==> config.mk <==
export PLATFORM = sky130hd
export DESIGN_NAME = pc_redirect_ctrl_flat
export DESIGN_NICKNAME = d
export VERILOG_FILES = /design/src/rtl/pc_redirect_ctrl_if.sv /design/src/rtl/pc_redirect_ctrl.sv /design/src/flat_wrapper.sv
export SDC_FILE = /design/constraint.sdc
export NUM_CORES = 1
export LEC_CHECK = 0
export ABC_AREA = 1
export CAP_MARGIN = 5
export CORE_MARGIN = 1
export CORE_UTILIZATION = 37
export DETAILED_ROUTE_END_ITERATION = 12
export GPL_TIMING_DRIVEN = 0
export PLACE_DENSITY = 0.86
export SLEW_MARGIN = 30
export SYNTH_ARGS = -nofsm -noshare
export SYNTH_HDL_FRONTEND = slang
export SYNTH_SLANG_ARGS = --single-unit
export TNS_END_PERCENT = 10
==> constraint.sdc <==
create_clock -name clk -period 3.3 [get_ports clk]
set_input_delay 0.33 -clock clk [delete_from_list [all_inputs] [get_ports clk]]
set_output_delay 0.33 -clock clk [all_outputs]
set_load 0.005 [all_outputs]
==> src/rtl/pc_redirect_ctrl_if.sv <==
// PC redirect control bus between ID stage, IF PC register and the controller.
// Counter ports exist only when PC_REDIRECT_CNT_EN is defined.
interface pc_redirect_ctrl_if;
  logic        stall;
  logic        id_valid;
  logic [31:0] id_pc;
  logic        brch;
  logic [31:0] brch_target;
  logic        jump;
  logic [31:0] jump_target;
  logic        eret;
  logic        intr_req;
  logic        redirect;
  logic [31:0] redirect_pc;
  logic        flush_if;
  logic        flush_id;
  logic        intr_ack;
  logic        in_isr;
  logic [31:0] epc;
`ifdef PC_REDIRECT_CNT_EN
  logic [31:0] brch_cnt;
  logic [31:0] intr_cnt;
`endif

  modport master (
    output stall, id_valid, id_pc,
    output brch, brch_target,
    output jump, jump_target,
    output eret, intr_req,
`ifdef PC_REDIRECT_CNT_EN
    input  brch_cnt, intr_cnt,
`endif
    input  redirect, redirect_pc,
    input  flush_if, flush_id,
    input  intr_ack, in_isr, epc
  );

  modport slave (
    input  stall, id_valid, id_pc,
    input  brch, brch_target,
    input  jump, jump_target,
    input  eret, intr_req,
`ifdef PC_REDIRECT_CNT_EN
    output brch_cnt, intr_cnt,
`endif
    output redirect, redirect_pc,
    output flush_if, flush_id,
    output intr_ack, in_isr, epc
  );
endinterface

==> src/rtl/pc_redirect_ctrl.sv <==
// PC redirect arbiter: interrupt > eret > branch > jump, owns EPC and ISR FSM.
// Optional redirect/interrupt counters under PC_REDIRECT_CNT_EN.
module pc_redirect_ctrl #(
  parameter logic [31:0] INTR_VECTOR = 32'h0000_0800,
  parameter int unsigned HOLDOFF     = 2
) (
  input logic               clk,
  input logic               rst_n,
  pc_redirect_ctrl_if.slave bus
);

  localparam int HW = (HOLDOFF > 3) ? $clog2(HOLDOFF + 1) : 2;

  typedef enum logic [1:0] {
    RUN  = 2'd0,
    ISR  = 2'd1,
    HOLD = 2'd2
  } state_t;

  state_t        state, state_n;
  logic [31:0]   epc, epc_n;
  logic [HW-1:0] hcnt, hcnt_n;

  logic sel_intr, sel_eret, sel_brch, sel_jump;

  // One-hot select so the decoder below is truly unique.
  always_comb begin
    sel_intr = !bus.stall && state == RUN
             && bus.intr_req && bus.id_valid;
    sel_eret = !bus.stall && state == ISR && bus.eret;
    sel_brch = !bus.stall && !sel_intr && !sel_eret
             && bus.brch;
    sel_jump = !bus.stall && !sel_intr && !sel_eret
             && !bus.brch && bus.jump;
  end

  always_ff @(posedge clk or negedge rst_n) begin
    if (!rst_n) begin
      state <= RUN;
      epc   <= '0;
      hcnt  <= '0;
    end else begin
      state <= state_n;
      epc   <= epc_n;
      hcnt  <= hcnt_n;
    end
  end

  always_comb begin
    state_n         = state;
    epc_n           = epc;
    hcnt_n          = hcnt;
    bus.redirect    = 1'b0;
    bus.redirect_pc = '0;
    bus.flush_if    = 1'b0;
    bus.flush_id    = 1'b0;
    bus.intr_ack    = 1'b0;

    // Holdoff counts down even while stalled.
    if (state == HOLD) begin
      hcnt_n = hcnt - HW'(1);
      if (hcnt <= HW'(1))
        state_n = RUN;
    end

    unique case (1'b1)
      sel_intr: begin
        bus.redirect    = 1'b1;
        bus.redirect_pc = INTR_VECTOR;
        bus.flush_if    = 1'b1;
        bus.flush_id    = 1'b1;
        bus.intr_ack    = 1'b1;
        epc_n           = bus.id_pc;
        state_n         = ISR;
      end
      sel_eret: begin
        bus.redirect    = 1'b1;
        bus.redirect_pc = epc;
        bus.flush_if    = 1'b1;
        hcnt_n          = HW'(HOLDOFF);
        state_n         = (HOLDOFF == 0) ? RUN : HOLD;
      end
      sel_brch: begin
        bus.redirect    = 1'b1;
        bus.redirect_pc = bus.brch_target;
        bus.flush_if    = 1'b1;
      end
      sel_jump: begin
        bus.redirect    = 1'b1;
        bus.redirect_pc = bus.jump_target;
        bus.flush_if    = 1'b1;
      end
      default: ;
    endcase
  end

  assign bus.in_isr = (state == ISR);
  assign bus.epc    = epc;

`ifdef PC_REDIRECT_CNT_EN
  logic [31:0] brch_cnt, intr_cnt;

  always_ff @(posedge clk or negedge rst_n) begin
    if (!rst_n) begin
      brch_cnt <= '0;
      intr_cnt <= '0;
    end else begin
      if (sel_brch || sel_jump)
        brch_cnt <= brch_cnt + 32'd1;
      if (sel_intr)
        intr_cnt <= intr_cnt + 32'd1;
    end
  end

  assign bus.brch_cnt = brch_cnt;
  assign bus.intr_cnt = intr_cnt;
`endif

endmodule

==> src/flat_wrapper.sv <==
// flat-port wrapper written by rule: the top's interface ports become plain ports
module pc_redirect_ctrl_flat 
#(
  parameter logic [31:0] INTR_VECTOR = 32'h0000_0800,
  parameter int unsigned HOLDOFF     = 2
)
  (clk, rst_n, bus_stall, bus_id_valid, bus_id_pc, bus_brch, bus_brch_target, bus_jump, bus_jump_target, bus_eret, bus_intr_req, bus_redirect, bus_redirect_pc, bus_flush_if, bus_flush_id, bus_intr_ack, bus_in_isr, bus_epc);
  pc_redirect_ctrl_if bus_i ();
  input logic clk;
  input logic rst_n;
  input wire logic [$bits(bus_i.stall)-1:0] bus_stall;
  input wire logic [$bits(bus_i.id_valid)-1:0] bus_id_valid;
  input wire logic [$bits(bus_i.id_pc)-1:0] bus_id_pc;
  input wire logic [$bits(bus_i.brch)-1:0] bus_brch;
  input wire logic [$bits(bus_i.brch_target)-1:0] bus_brch_target;
  input wire logic [$bits(bus_i.jump)-1:0] bus_jump;
  input wire logic [$bits(bus_i.jump_target)-1:0] bus_jump_target;
  input wire logic [$bits(bus_i.eret)-1:0] bus_eret;
  input wire logic [$bits(bus_i.intr_req)-1:0] bus_intr_req;
  output wire logic [$bits(bus_i.redirect)-1:0] bus_redirect;
  output wire logic [$bits(bus_i.redirect_pc)-1:0] bus_redirect_pc;
  output wire logic [$bits(bus_i.flush_if)-1:0] bus_flush_if;
  output wire logic [$bits(bus_i.flush_id)-1:0] bus_flush_id;
  output wire logic [$bits(bus_i.intr_ack)-1:0] bus_intr_ack;
  output wire logic [$bits(bus_i.in_isr)-1:0] bus_in_isr;
  output wire logic [$bits(bus_i.epc)-1:0] bus_epc;
  assign bus_i.stall = bus_stall;
  assign bus_i.id_valid = bus_id_valid;
  assign bus_i.id_pc = bus_id_pc;
  assign bus_i.brch = bus_brch;
  assign bus_i.brch_target = bus_brch_target;
  assign bus_i.jump = bus_jump;
  assign bus_i.jump_target = bus_jump_target;
  assign bus_i.eret = bus_eret;
  assign bus_i.intr_req = bus_intr_req;
  assign bus_redirect = bus_i.redirect;
  assign bus_redirect_pc = bus_i.redirect_pc;
  assign bus_flush_if = bus_i.flush_if;
  assign bus_flush_id = bus_i.flush_id;
  assign bus_intr_ack = bus_i.intr_ack;
  assign bus_in_isr = bus_i.in_isr;
  assign bus_epc = bus_i.epc;
  pc_redirect_ctrl #(.INTR_VECTOR(INTR_VECTOR), .HOLDOFF(HOLDOFF)) u_core (.clk(clk), .rst_n(rst_n), .bus(bus_i));
endmodule
==> Word level (Yosys, flattened, before mapping) <==
Cells that the tools add are included.
{ "totals": {"reg_bits": 36, "inputBits": 104, "output_inout_bits": 69, "elab_cells": 35} }
{ "classes": {"addsub": 1, "n_lt_le_gt_ge": 1, "n_eq_ne": 2, "mux": 8, "reduce_logical": 20} }
{ "ops": {"columns": ["cell", "count"], "rows": [
  ["$pmux 32 s4", 1],
  ["$logic_and 1x1->1", 10],
  ["$mux 2", 4],
  ["$reduce_bool 3->1", 2],
  ["$logic_not 1->1", 4],
  ["$pmux 2 s2", 1],
  ["$reduce_or 4->1", 1],
  ["$eq 2x1->1 const B", 1],
  ["$eq 2x2->1 const B", 1],
  ["$le 2x1->1 const B", 1],
  ["$logic_not 2->1", 1],
  ["$mux 1", 2],
  ["$reduce_and 2->1", 1],
  ["$reduce_bool 2->1", 1],
  ["$sub 2x1->2 const B", 1]
]} }

==> Depth between registers and ports, before layout <==
Gate-level depths: netlist of the first run.
{ "depth": {"depth_word": 11, "depth_mapped": 8, "ltp_nobuf": 8} }

==> Worst setup path before layout of the first run <==
Ideal clock, no wire load.
{ "synth_path": {"kind": "register to output", "from": "register u_core.state[1]", "to": "output port bus_redirect", "arrival_time_ps": 1248, "t_required_ps": 2970, "setup_slack_ps": 1722, "stages_incl_launch_ff": 8, "path_buffers": 3, "cell_sequence": "dfrtp_1 nor2_2 nand2_2 buf_6 buf_6 o211ai_2 nand3_1 buf_4"} }
{ "synth_via": {"word_cells_on_any_way": 16, "cone_classes": "eq/ne: 1; mux: 1; reduce/logical: 14"} }
{ "synth_lines": {"columns": ["element", "line_no", "rtl"], "rows": [
  ["from (decl)", "pc_redirect_ctrl.sv:20", "state_t state, state_n;"],
  ["from (signal assigned)", "pc_redirect_ctrl.sv:43", "state <= state_n;"],
  ["$eq 2x1->1 *", null, null],
  ["named net bus_in_isr", "flat_wrapper.sv:25", "output wire logic [$bits(bus_i.in_isr)-1:0] bus_in_isr;"],
  ["$logic_and 1x1->1 * (2 in series)", "pc_redirect_ctrl.sv:30", "sel_eret = !bus.stall && state == ISR && bus.eret;"],
  ["$logic_not 1->1", "pc_redirect_ctrl.sv:31, pc_redirect_ctrl.sv:33", null],
  ["$logic_and 1x1->1", "pc_redirect_ctrl.sv:31, pc_redirect_ctrl.sv:33", null],
  ["$logic_and 1x1->1 (2 in series)", "pc_redirect_ctrl.sv:34", "&& !bus.brch && bus.jump;"],
  ["$reduce_or 4->1 (no line) *", null, null],
  ["$mux 1 *", "pc_redirect_ctrl.sv:66", "unique case (1'b1)"],
  ["to (decl)", "flat_wrapper.sv:20", "output wire logic [$bits(bus_i.redirect)-1:0] bus_redirect;"]
]} }
The timed path passes the listed nets; every way through them passes the cells marked *.

==> Final worst setup path of the first run <==
{ "layout_path": {"from": "input port bus_stall", "to": "output port bus_redirect_pc[27]"} }
{ "layout_via": {"elab_chain_len": 10, "word_cells_on_any_way": 14, "cone_classes": "mux: 1; reduce/logical: 13"} }
{ "layout_lines": {"columns": ["element", "line_no", "rtl"], "rows": [
  ["from (decl)", "flat_wrapper.sv:11", "input wire logic [$bits(bus_i.stall)-1:0] bus_stall;"],
  ["$logic_not 1->1 *", null, null],
  ["$logic_and 1x1->1", "pc_redirect_ctrl.sv:28", "sel_intr = !bus.stall && state == RUN"],
  ["$logic_and 1x1->1 (2 in series)", "pc_redirect_ctrl.sv:29", "&& bus.intr_req && bus.id_valid;"],
  ["$logic_not 1->1", "pc_redirect_ctrl.sv:31, pc_redirect_ctrl.sv:33", null],
  ["$logic_and 1x1->1 (2 in series)", "pc_redirect_ctrl.sv:31, pc_redirect_ctrl.sv:33", null],
  ["$logic_and 1x1->1 (2 in series)", "pc_redirect_ctrl.sv:34", null],
  ["$pmux 32 s4 *", "pc_redirect_ctrl.sv:66", null],
  ["to (decl)", "flat_wrapper.sv:21", "output wire logic [$bits(bus_i.redirect_pc)-1:0] bus_redirect_pc;"]
]} }
Mark *: on every way between the ends. The rest lies on a longest branch, timed or not.

==> results of run 1 <==
-- critical path, stage by stage --
cell and delay (ns):
clkdlybuf4s50_1 0.51, nor2_1 0.08, nand2_2 0.12, clkbuf_1 0.47, nand4_1 0.20, nand3_1 0.13, clkdlybuf4s50_1 0.52
-- state kept, by name (all words and copies together), names as in the netlist --
register,count
u_core.hcnt,2
u_core.state,2
u_core.bus.epc,32
-- worst max path at each step --
stage                    startpoint                  end  slack [ns]  cells after the start
global route              bus_stall  bus_redirect_pc[21]        0.51                      7
CTS                       bus_stall  bus_redirect_pc[28]        0.65                      7
global placement          bus_stall  bus_redirect_pc[21]        0.69                      7
floorplan           u_core.state[1]         bus_redirect        1.72                      7
finish                    bus_stall  bus_redirect_pc[27]        0.62                      7
detailed placement        bus_stall  bus_redirect_pc[28]        0.66                      7
-- logic make-up after synthesis --
logic type               share of synthesized area
XOR/XNOR                                   0.00375
buffers and inverters                        0.111
AO/OA/AOI/OAI                               0.0177
AND/OR/NAND/NOR                              0.477
adder cells (fa/ha/maj)                    0.00535
flip-flops                                   0.385
-- per-layer routing --
layer,share of wire,global-route usage,vias up
met5,0,0,-
met1,0.38,0.351,1563
li1,-,-,1473
met3,0.098,0.0733,11
met2,0.51,0.588,170
met4,0.010,0.0607,0
-- metrics by stage --
step | hold slack, ns | area [µm²] | instances
6_report | 0.0100 | 4270 | 578
5_1_grt | 0.0462 | 4270 | 578
4_1_cts | 0.0164 | 4270 | 578
3_5_place_dp | 0.322 | 4170 | 570
3_3_place_gp | 0.487 | 4140 | 569
2_1_floorplan | 0.0344 | 2340 | 323
-- layout by cell type (no fill, tap or decap), drive strengths merged --
cell type,n
clkdlybuf4s50,170
nand2,134
nand4,64
dfrtp,36
nand3,34
buf,26
clkbuf,14
inv,10
nor2,5
o21ai,3
a21oi,2
o211ai,1
xor2,1
ha,1
bufinv,1
clkinv,1
-- final cells by class --
type | count | area [µm²] | share of cell area
plain buffers | 32 | 223 | 0.0521
clock buffers | 6 | 72.6 | 0.0170
clock inverters | 2 | 35.0 | 0.00820
inverters | 10 | 37.5 | 0.00878
multi-input cells | 245 | 1180 | 0.275
flip-flops and latches | 36 | 901 | 0.211
well taps | 75 | 93.8 | 0.0220
repair buffers | 172 | 1730 | 0.406
-- power breakdown --
part | total (mW) | switching (mW) | internal, mW
logic | 0.268 | 0.0934 | 0.175
clock network | 0.380 | 0.156 | 0.224
registers | 0.441 | 0 | 0.441
-- synth_stat cells, types with 3 or more instances --
library cell and n:
nand2_1 133, o21ai_0 3, buf_2 7, buf_6 10, nand4_1 64, inv_2 3
dfrtp_1 36, nor2_2 3, inv_1 7, clkbuf_1 8, nand3_1 33, buf_4 5
==> flow_metrics.env, run 1 <==
export IMPL_worst_r2r_endpoint="u_core.bus.epc[12]"
export IMPL_synth_edf_count=0
export IMPL_crit_path_max_fanout=10
export IMPL_place_gp_congestion=0.843
export IMPL_min_period_ns=2.68
export IMPL_leakagePower_nw=1.95
export IMPL_rows=28
export IMPL_critPathRequiredTime_ns=2.97
export IMPL_antenna_found_initial=0
export IMPL_crit_arrival_ns=2.35
export IMPL_clk_pin_slew_ns=0.07
export IMPL_drtIter0Drc=223
export IMPL_grt_use_total=0.310
export IMPL_first_global_vias=3069
export IMPL_cts_repair_resize_count=0
export IMPL_cts_tree="built"
export IMPL_insertion_delay_ns=0.28
export IMPL_syn2layout_area_growth_pct=82.8
export IMPL_dr_pass1_iters=5
export IMPL_reg2regPathDepth=5
export IMPL_fin_ws_ns=0.618
export IMPL_rsz0062_at_grt="false"
export IMPL_worstMarginPinSlew_ns=0.639
export IMPL_chipWidth_um=81.5
export IMPL_postCtsSetupBuffers=0
export IMPL_reg2reg_from="u_core.state[1]"
export IMPL_dieArea_um2=6640
export IMPL_viasPerCell=5.57
export IMPL_yosysSeqAreaShare=0.385
export IMPL_post_drt_wl_per_cell_um=18.0
export IMPL_cts_path_max_buffers=2
export IMPL_period_share=0.813
export IMPL_synth_main_ff_cell="dfrtp_1"
export IMPL_endpoint_kind="output pin"
export IMPL_total_power_mw=1.09
export IMPL_grt_ovfl_total=0
export IMPL_power_density_nw_per_um2=255
export IMPL_synth_area_um2=2340
export IMPL_h_tree_depth=2
export IMPL_max_slew_margin_rel=0.574
export IMPL_syn_area_per_cell_um2=7.24
export IMPL_maxCapViolations=0
export IMPL_hpwl_mm=7.99
export IMPL_irDropWorstVdd_v=0.000257
export IMPL_syn_num_nets=428
export IMPL_fmax_ghz=0.373
export IMPL_status="finished, final reports clean"
export IMPL_r2r_slack_ns=1.88
export IMPL_cp_start_kind="primary input"
export IMPL_vias=3217
export IMPL_maxSlewViolCount=0
export IMPL_drive_above_1_share=0.0815
export IMPL_boundaryPins=173
export IMPL_worst_hold_path_type="in2async"
export IMPL_ys_types=21
export IMPL_ant_nets=0
export IMPL_holdBufCountCts=0
export IMPL_die_y_um=81.5
export IMPL_ys_warnings_count=0
export IMPL_port_buffers=171
export IMPL_worst_setup_path_type="in2out"
export IMPL_post_route_util=0.709
export IMPL_core_um2=6030
export IMPL_cts_buffers=5
export IMPL_nets=607
export IMPL_synth_seq_cells=36
export IMPL_yosys_area_top_type="dfrtp_1"
export IMPL_grt_max_degree=20
export IMPL_cts_root_buf="clkbuf_8"
export IMPL_finalSetupViolations=0
export IMPL_num_antenna_cells=0
export IMPL_start_util=0.388
export IMPL_cts_sinks=36
export IMPL_synthArstFlopShare=1.00
export IMPL_finalHoldViolations=0
export IMPL_ys_top_cells_by_area="dfrtp_1 (39%), nand2_1 (21%), nand4_1 (17%), nand3_1 (7.1%), buf_6 (4.8%)"
export IMPL_synth_top_area_share=0.385
export IMPL_fin_worst_skew_ns=0.0118
export IMPL_synthCells=323
export IMPL_setup_tns_ns=0
export IMPL_drc=0
export IMPL_wl_mm=10.4
export IMPL_fill_cells=509
export IMPL_place_ws_ns=0.657
export IMPL_grt_first_pass_wirelength_mm=15.3
(Power assumes the default switching activity.)
==> inputs of run 2 (changes only) <==
Settings changed: CORE_UTILIZATION 37 to 31, PLACE_DENSITY 0.86 to 0.77.
Clock period 3.3 ns to 2.4 ns, I/O delays scaled along.
==> run 2 against run 1 <==
Against the previous run: combinational power is 40% higher; clock skew fell by 0.0059 ns; sequential power grew 37%; largest power group unchanged.
==> flow_metrics.env, run 2 (synthesis results as in run 1) <==
export IMPL_cp_endpoint="bus_redirect"
export IMPL_cp_start_kind="flip-flop"
export IMPL_drtIter0Drc=154
export IMPL_rsz0062_at_grt="true"
export IMPL_grt_max_degree=20
export IMPL_max_slew_margin_rel=0.564
export IMPL_dr_pass1_iters=5
export IMPL_hold_slack_ns=0.447
export IMPL_die_y_um=88.9
export IMPL_reg2regPathDepth=5
export IMPL_vias=3145
export IMPL_critPathTopFamily="buffers and inverters"
export IMPL_clk_pin_slew_ns=0.08
export IMPL_cpMaxStageDelayCell="clkdlybuf4s50_1"
export IMPL_regMostFlops="u_core.bus.epc"
export IMPL_min_period_ns=2.33
export IMPL_r2r_slack_ns=0.95
export IMPL_endpoint_kind="output pin"
export IMPL_finalSetupViolations=0
export IMPL_total_power_mw=1.52
export IMPL_post_drt_wl_per_cell_um=17.9
export IMPL_cts_sinks=36
export IMPL_reg2reg_from="u_core.state[1]"
export IMPL_startpoint="u_core.state[1]"
export IMPL_wl_mm=10.8
export IMPL_worst_r2r_endpoint="u_core.bus.epc[18]"
export IMPL_largestRegisters="u_core.bus.epc x32, u_core.hcnt x2, u_core.state x2"
export IMPL_place_gp_congestion=0.853
export IMPL_cts_tree="built"
export IMPL_worst_setup_path_type="reg2out"
export IMPL_cts_buffers=5
export IMPL_power_density_nw_per_um2=351
export IMPL_crit_path_max_fanout=10
export IMPL_first_global_vias=2950
export IMPL_crit_buf_inv=3
export IMPL_worst_hold_path_type="in2async"
export IMPL_maxCapViolations=0
export IMPL_insertion_delay_ns=0.29
export IMPL_core_um2=7250
export IMPL_viasPerCell=5.22
export IMPL_maxSlewViolCount=0
export IMPL_drc=0
export IMPL_start_util=0.322
export IMPL_crit_arrival_ns=2.09
export IMPL_most_common_layout_cells="clkdlybuf4s50_1 (170), nand2_1 (133), nand4_1 (64), dfrtp_1 (36), nand3_1 (33)"
export IMPL_antenna_found_initial=0
export IMPL_grt_use_total=0.267
export IMPL_grt_first_pass_wirelength_mm=15.6
export IMPL_rows=31
export IMPL_nets=608
export IMPL_num_antenna_cells=0
export IMPL_worstMarginPinSlew_ns=0.655
export IMPL_dieArea_um2=7900
export IMPL_drive_above_1_share=0.0933
export IMPL_ant_nets=0
export IMPL_grt_ovfl_total=0
export IMPL_fin_worst_skew_ns=0.00590
export IMPL_leakagePower_nw=1.96
export IMPL_layout_commonest_cell="clkdlybuf4s50_1"
export IMPL_cp_slowest_stage_delay_ns=0.48
export IMPL_h_tree_depth=2
export IMPL_chipWidth_um=88.9
export IMPL_boundaryPins=173
export IMPL_syn2layout_area_growth_pct=85.6
export IMPL_cts_root_buf="clkbuf_8"
export IMPL_hpwl_mm=8.17
export IMPL_critPathRequiredTime_ns=2.16
export IMPL_cp_cell_sequence="nor2_2 > nand3_4 > clkbuf_4 > nand3_1 > buf_4 > clkdlybuf4s50_1"
export IMPL_port_buffers=171
export IMPL_period_share=0.969
export IMPL_crit_cells=6
export IMPL_largest_reg_flops=32
export IMPL_status="finished, final reports clean"
export IMPL_fmax_ghz=0.430
export IMPL_cts_path_max_buffers=2
export IMPL_irDropWorstVdd_v=0.000201
export IMPL_finalHoldViolations=0
==> run 2: how the worst min path moves through the flow <==
stage / from / end / slack [ns]
6_report: rst_n / u_core.bus.epc[22] / 0.45
2_1_floorplan: rst_n / u_core.bus.epc[0] / -0.06
3_5_place_dp: rst_n / u_core.state[0] / 0.23
4_1_cts: rst_n / u_core.bus.epc[22] / 0.45
3_3_place_gp: u_core.bus.epc[25] / u_core.bus.epc[25] / 0.49
5_1_grt: bus_id_pc[0] / u_core.bus.epc[0] / 0.48
==> run 2: cell type report <==
class | count | area [µm²]
fill | 678 | 2910
multi-input combinational | 245 | 1180
inverter | 10 | 37.5
tap | 99 | 124
timing repair buffer | 173 | 1740
clock buffer | 5 | 68.8
buffer | 32 | 244
clock inverter | 3 | 42.5
sequential | 36 | 901
==> run 2: timing repair <==
item,in CTS,in global routing
setup buffers,0,0
gates resized for setup,5,9
endpoints found under the hold margin,17,0
hold buffers,1,0
endpoints found under the setup margin,31,25
==> run 2: per-layer routing <==
layer	up-vias	part of all wire	GRT usage
met5	-	0	0
met4	0	0.015	0.0557
met3	15	0.099	0.0765
met2	182	0.49	0.483
met1	1486	0.39	0.314
li1	1462	-	-
==> run 2: stage by stage <==
stage	cell area, µm²	setup slack (ns)	cells	utilization	setup TNS [ns]
floorplan	2340	0.912	323	-	0
global placement	4170	-0.0780	593	0.575	-0.797
detailed placement	4200	-0.104	594	0.579	-1.03
CTS	4320	0.0266	603	0.596	0
global route	4340	-0.0268	603	0.598	-0.184
finish	4340	0.0738	603	0.598	0
==> run 2: power by group <==
part | total (mW) | switching [mW] | leakage (nW) | internal [mW]
Clock | 0.544 | 0.237 | 0.0541 | 0.308
Sequential | 0.606 | 0 | 0.482 | 0.606
Combinational | 0.374 | 0.131 | 1.43 | 0.243
